File: config.mk
export PLATFORM = sky130hd
export DESIGN_NAME = cover_toggle_collector
export DESIGN_NICKNAME = d
export VERILOG_FILES = /design/src/rtl/cover_toggle_collector.sv
export SDC_FILE = /design/constraint.sdc
export NUM_CORES = 1
export LEC_CHECK = 0
export ABC_CLOCK_PERIOD_IN_PS = 4300
export BUFFER_PORTS_ARGS = -buffer_cell sky130_fd_sc_hd__buf_2
export CAP_MARGIN = 20
export CELL_PAD_IN_SITES_DETAIL_PLACEMENT = 0
export CELL_PAD_IN_SITES_GLOBAL_PLACEMENT = 1
export CORE_MARGIN = 1
export CORE_UTILIZATION = 39
export DETAILED_ROUTE_END_ITERATION = 6
export GPL_ROUTABILITY_DRIVEN = 1
export PLACE_DENSITY_LB_ADDON = 0.1
export SYNTH_ARGS = -nofsm -noshare
export SYNTH_HDL_FRONTEND = slang
export SYNTH_SLANG_ARGS = --single-unit
File: constraint.sdc
create_clock -name clock -period 4.3 [get_ports clock]
set_clock_uncertainty 0.05 [all_clocks]
set_input_delay 0.645 -clock clock [delete_from_list [all_inputs] [get_ports clock]]
set_output_delay 0.645 -clock clock [all_outputs]
set_load 0.05 [all_outputs]
File: src/rtl/cover_toggle_collector.sv
// Toggle-coverage collector: pends per-point hits and reports each pending point's global index through a ready/valid slot.
// Optional macro COVER_TOGGLE_DEDUP_EN limits reports to one per point per clear epoch.
module cover_toggle_collector #(
  parameter int WIDTH       = 2,
  parameter int COVER_INDEX = 0,
  parameter int COVER_TOTAL = 8065
) (
  input  logic             clock,
  input  logic             reset,
  input  logic [WIDTH-1:0] valid,
  input  logic             clear,
  output logic             out_valid,
  input  logic             out_ready,
  output logic [63:0]      out_index,
  output logic [31:0]      report_count,
  output logic [31:0]      merge_count
);

  localparam int CNT_W = $clog2(WIDTH + 1);

  logic [WIDTH-1:0] pending;
  logic [WIDTH-1:0] sel_mask;
  logic [WIDTH-1:0] load_mask;
  logic [WIDTH-1:0] blocked;
  logic [WIDTH-1:0] live;
  logic [WIDTH-1:0] merge_mask;
  logic [63:0]      sel_index;
  logic [CNT_W-1:0] merge_inc;
  logic             handshake;
  logic             load_en;

  function automatic logic [31:0] sat_add(input logic [31:0] a, input logic [31:0] b);
    logic [32:0] sum;
    sum = {1'b0, a} + {1'b0, b};
    return sum[32] ? 32'hFFFF_FFFF : sum[31:0];
  endfunction

`ifndef SYNTHESIS
  if (COVER_INDEX + WIDTH > COVER_TOTAL) begin : g_range_err
    $error("cover_toggle_collector: COVER_INDEX + WIDTH exceeds COVER_TOTAL");
  end
`endif

  // Descending scan so the lowest-numbered pending point wins.
  always_comb begin
    sel_mask  = '0;
    sel_index = 64'(COVER_INDEX);
    for (int i = WIDTH - 1; i >= 0; i--) begin
      if (pending[i]) begin
        sel_mask    = '0;
        sel_mask[i] = 1'b1;
        sel_index   = 64'(COVER_INDEX) + 64'(i);
      end
    end
  end

  assign handshake = out_valid && out_ready;
  assign load_en   = (!out_valid || handshake) && (|pending);
  assign load_mask = load_en ? sel_mask : '0;

`ifdef COVER_TOGGLE_DEDUP_EN
  logic [WIDTH-1:0] reported;

  // A hit arriving while its point is being loaded already belongs to this epoch's report.
  assign blocked = reported | load_mask;

  always_ff @(posedge clock) begin
    if (reset || clear) reported <= '0;
    else                reported <= reported | load_mask;
  end
`else
  assign blocked = '0;
`endif

  // Hits in a clear cycle are discarded outright, so they neither pend nor merge.
  assign live       = clear ? '0 : (valid & ~blocked);
  assign merge_mask = live & pending & ~load_mask;

  always_comb begin
    merge_inc = '0;
    for (int i = 0; i < WIDTH; i++) merge_inc = merge_inc + CNT_W'(merge_mask[i]);
  end

  always_ff @(posedge clock) begin
    if (reset) begin
      pending      <= '0;
      out_valid    <= 1'b0;
      out_index    <= '0;
      report_count <= '0;
      merge_count  <= '0;
    end else begin
      pending <= clear ? '0 : ((pending & ~load_mask) | live);
      if (load_en) begin
        out_valid <= 1'b1;
        out_index <= sel_index;
      end else if (handshake) begin
        out_valid <= 1'b0;
      end
      if (handshake) report_count <= sat_add(report_count, 32'd1);
      merge_count <= sat_add(merge_count, 32'(merge_inc));
    end
  end

endmodule

==> metrics.log <==
INFO  metric drcViolationCount = 0
INFO  metric tritoncts = done
INFO  metric achievable-frequency = 314 MHz
INFO  metric via_count = between 3k and 4k
INFO  metric cts_inserted_buffers = 9
INFO  metric total_power = between 1 and 1.5 mW
INFO  metric syn-instance-count = 438
INFO  metric pwr_per_cell_area = approximately 330 nW/um^2
INFO  metric nets = approximately 500
INFO  metric final-setup-viol-count = 0
INFO  metric fillers = between 900 and 1k
INFO  metric setup.worst_path.class = register to register
INFO  metric antenna_left = 0
INFO  metric clock_latency = between 300 and 400 ps
INFO  metric drt_iter0_drc = about 120
INFO  metric min_from = clear
INFO  metric clock_path_buffers = 2
INFO  metric maximum_level_of_the_cts_h_tree = 3
INFO  metric yosysWarnings = 0
INFO  metric grt_antenna_before_repair = 0
INFO  metric run_status = finished clean
INFO  metric library_cells_used_by_synthesis = 43
INFO  metric routabilityCongestion = roughly 0.80
INFO  metric io_pins = about 140
INFO  metric yosys.area.top_type = sky130_fd_sc_hd__dfxtp_1
INFO  metric antennaDiodeCount = 0
INFO  metric cap_violations = 0
INFO  metric timing.setup.tns = 0 ps
INFO  metric whs_endpoint = pending[1]
INFO  metric overall_die_area = about 10000 um^2
INFO  metric post_drt_wl_per_cell = roughly 13 um
INFO  metric worst_r2r_path_depth = 10
INFO  metric crit_path_top_delay_cell = sky130_fd_sc_hd__dfxtp_1
INFO  metric hold_viol = 0
INFO  metric critical_path.endpoint_type = register
INFO  metric worstPathCellList = nor2b_1 -> o21ai_0 -> nor3_1 -> fa_1 -> ha_1 -> and3_1 -> nand2b_1 -> nor3_2 -> nand2_1 -> a21oi_1
INFO  metric synth_area = approximately 3700 um^2
INFO  metric clk_pin_slew = 70 ps
INFO  metric synthesis.area_per_instance = between 8 and 9 um^2
INFO  metric finalCritPeriodShare = 74.2%
INFO  metric final_common_cell = sky130_fd_sc_hd__buf_2
INFO  metric die_h = around 100 um
INFO  metric worstHoldPathCells = 2
INFO  metric cp.arrival = 3400 ps
INFO  metric timing.final.max_slew_violations = 0
INFO  metric crit_required = roughly 4500 ps
INFO  metric core.rowCount = 35
INFO  metric synth.area.top_cells = sky130_fd_sc_hd__dfxtp_1 (36%), sky130_fd_sc_hd__buf_4 (13%), sky130_fd_sc_hd__a21oi_1 (7.2%)
INFO  metric gr-usage-all-layers = between 10% and 20%
INFO  metric grt_setup_unrepaired = no
INFO  metric clock_period_minus_final_worst_setup_slack = roughly 3200 ps
INFO  metric route.final.wire_length = around 8.5 mm
INFO  metric most-common-layout-cells = sky130_fd_sc_hd__buf_2 (71), sky130_fd_sc_hd__dfxtp_1 (68), sky130_fd_sc_hd__conb_1 (63), sky130_fd_sc_hd__a21oi_1 (54), sky130_fd_sc_hd__xnor2_1 (30)
INFO  metric critical_path.reg2reg.endpoint = merge_count[0]
INFO  metric post-cts-setup-buffers = 0
INFO  metric die_x = 99.8 um
INFO  metric min-delay-path-class = primary input to register
INFO  metric critical-path-top-delay-family = simple AND/OR/NAND/NOR gates
INFO  metric clock_tree.root_cell = sky130_fd_sc_hd__clkbuf_8
INFO  metric drt-vias-per-instance = roughly 5
INFO  metric grt_first_pass_wirelength = between 10 and 15 mm
INFO  metric worstMarginPinSlew = 1040 ps
INFO  metric initial_core_utilization = 40.4%
INFO  metric crit_reg_reg_startpoint = out_valid
INFO  metric gr-total-overflow = 0
INFO  metric leakage = 1.68 nW
INFO  metric cp_num_buf_inv = 0
INFO  metric setup.reg_to_reg.worst_slack = 1110 ps
INFO  metric post_cts_hold_buffer_count = 0
INFO  metric cts_repair_resize_count = 0
INFO  metric crit_path_max_fanout = 15
INFO  metric first_global_vias = 2643
INFO  metric synth-seq-area-share = a little over a third
INFO  metric synth-seq-cells = just under 70
INFO  metric synth_largest_type_area_fraction = 36.5%
INFO  metric io_buffer_count = slightly above 70
INFO  metric area_of_the_core_region = 9240 um^2
INFO  metric peakVddDrop = ~0.16 mV
INFO  metric clock_sink_count = between 60 and 70
INFO  metric detail_route.first_pass.iterations = 4
INFO  metric ff_latch_area = 1360 um^2
INFO  metric drive_gt1_share = 19.1%
INFO  metric grt_start_max_net_pins = 55
INFO  metric cp_slowest_stage_delay = roughly 450 ps
INFO  metric multi_input_comb_area = between 2000 and 2500 um^2
INFO  metric max_slew_margin = 30.6%
INFO  metric layout-area-overhead-vs-synth = 10.9%
INFO  metric dp_hpwl = ~6.0 mm
INFO  metric setup.worst_path.start_class = register
-- report_power, final --
group	total (mW)	internal (mW)	leakage (nW)	switching, mW
logic	0.150	0.00715	1.02	0.143
registers	0.636	0.632	0.548	0.00350
clock network	0.564	0.325	0.108	0.239
total	1.35	0.965	1.68	0.385
-- cell usage after synthesis (all sizes together) --
cell,number
clkbuf,11
nor2,21
buf,68
dfxtp,68
nor3,24
xor2,14
a41o,1
nand4,17
fa,1
nand4b,1
and2,2
a21oi,54
a211oi,4
and3,6
a31o,2
o31ai,1
ha,2
a21o,1
and4b,4
and4,8
nor4,12
or3,6
nand2,25
nand2b,2
a311oi,1
a31oi,5
mux2i,3
o21ai,6
nand3,23
or2,1
a21boi,1
conb,1
inv,9
nor2b,2
xnor2,30
and3b,1
-- area by class of cell --
type	instances	area share, %
Inverter	9	0.816
Multi-Input combinational cell	344	48.6
Timing Repair Buffer	72	8.76
Tap cell	129	3.90
Clock inverter	1	0.725
Clock buffer	13	4.32
Sequential cell	68	32.9
-- through the flow --
step | hold WS, ps | setup slack, ps | cell area (um^2) | std cells | util, %
3_3_place_gp | 444 | 951 | 3930 | 622 | 42.5
3_5_place_dp | 446 | 845 | 3930 | 622 | 42.5
2_1_floorplan | 412 | 1410 | 3970 | 500 | -
5_1_grt | 449 | 815 | 4140 | 636 | 44.8
6_report | 455 | 1110 | 4140 | 636 | 44.8
4_1_cts | 445 | 1130 | 4140 | 636 | 44.8
-- sequential cells by signal (all words and copies together) (netlist names) --
name          count
pending           2
out_valid         1
merge_count      32
out_index         1
report_count     32
-- worst max path at each step --
| stage | slack, ps | endpoint | cells past startpoint | start |
|---|---|---|---|---|
| floorplan | 1410 | merge_count[22] | 11 | out_valid |
| global placement | 950 | merge_count[1] | 11 | out_ready |
| detailed placement | 840 | merge_count[4] | 11 | out_ready |
| CTS | 1130 | merge_count[1] | 10 | out_valid |
| global route | 820 | merge_count[0] | 10 | out_valid |
| finish | 1110 | merge_count[0] | 10 | out_valid |
-- layer usage --
layer  vias to the layer above  GRT usage (%)  share of wire, %
met3                         7           5.50               5.4
li1                       1560              -                 -
met2                        95           26.8                45
met4                         0           4.07              0.87
met1                      1455           23.4                49
met5                         -              0                 0
-- logic make-up after synthesis --
group | share of synthesized area [%]
fa+ha+maj | 1.21
other cells | 0.100
xor+xnor | 10.3
compound gates | 11.3
flops | 36.5
buf+inv | 15.9
simple gates | 23.9
mux | 0.805
Power figures use the tool's default switching activity.
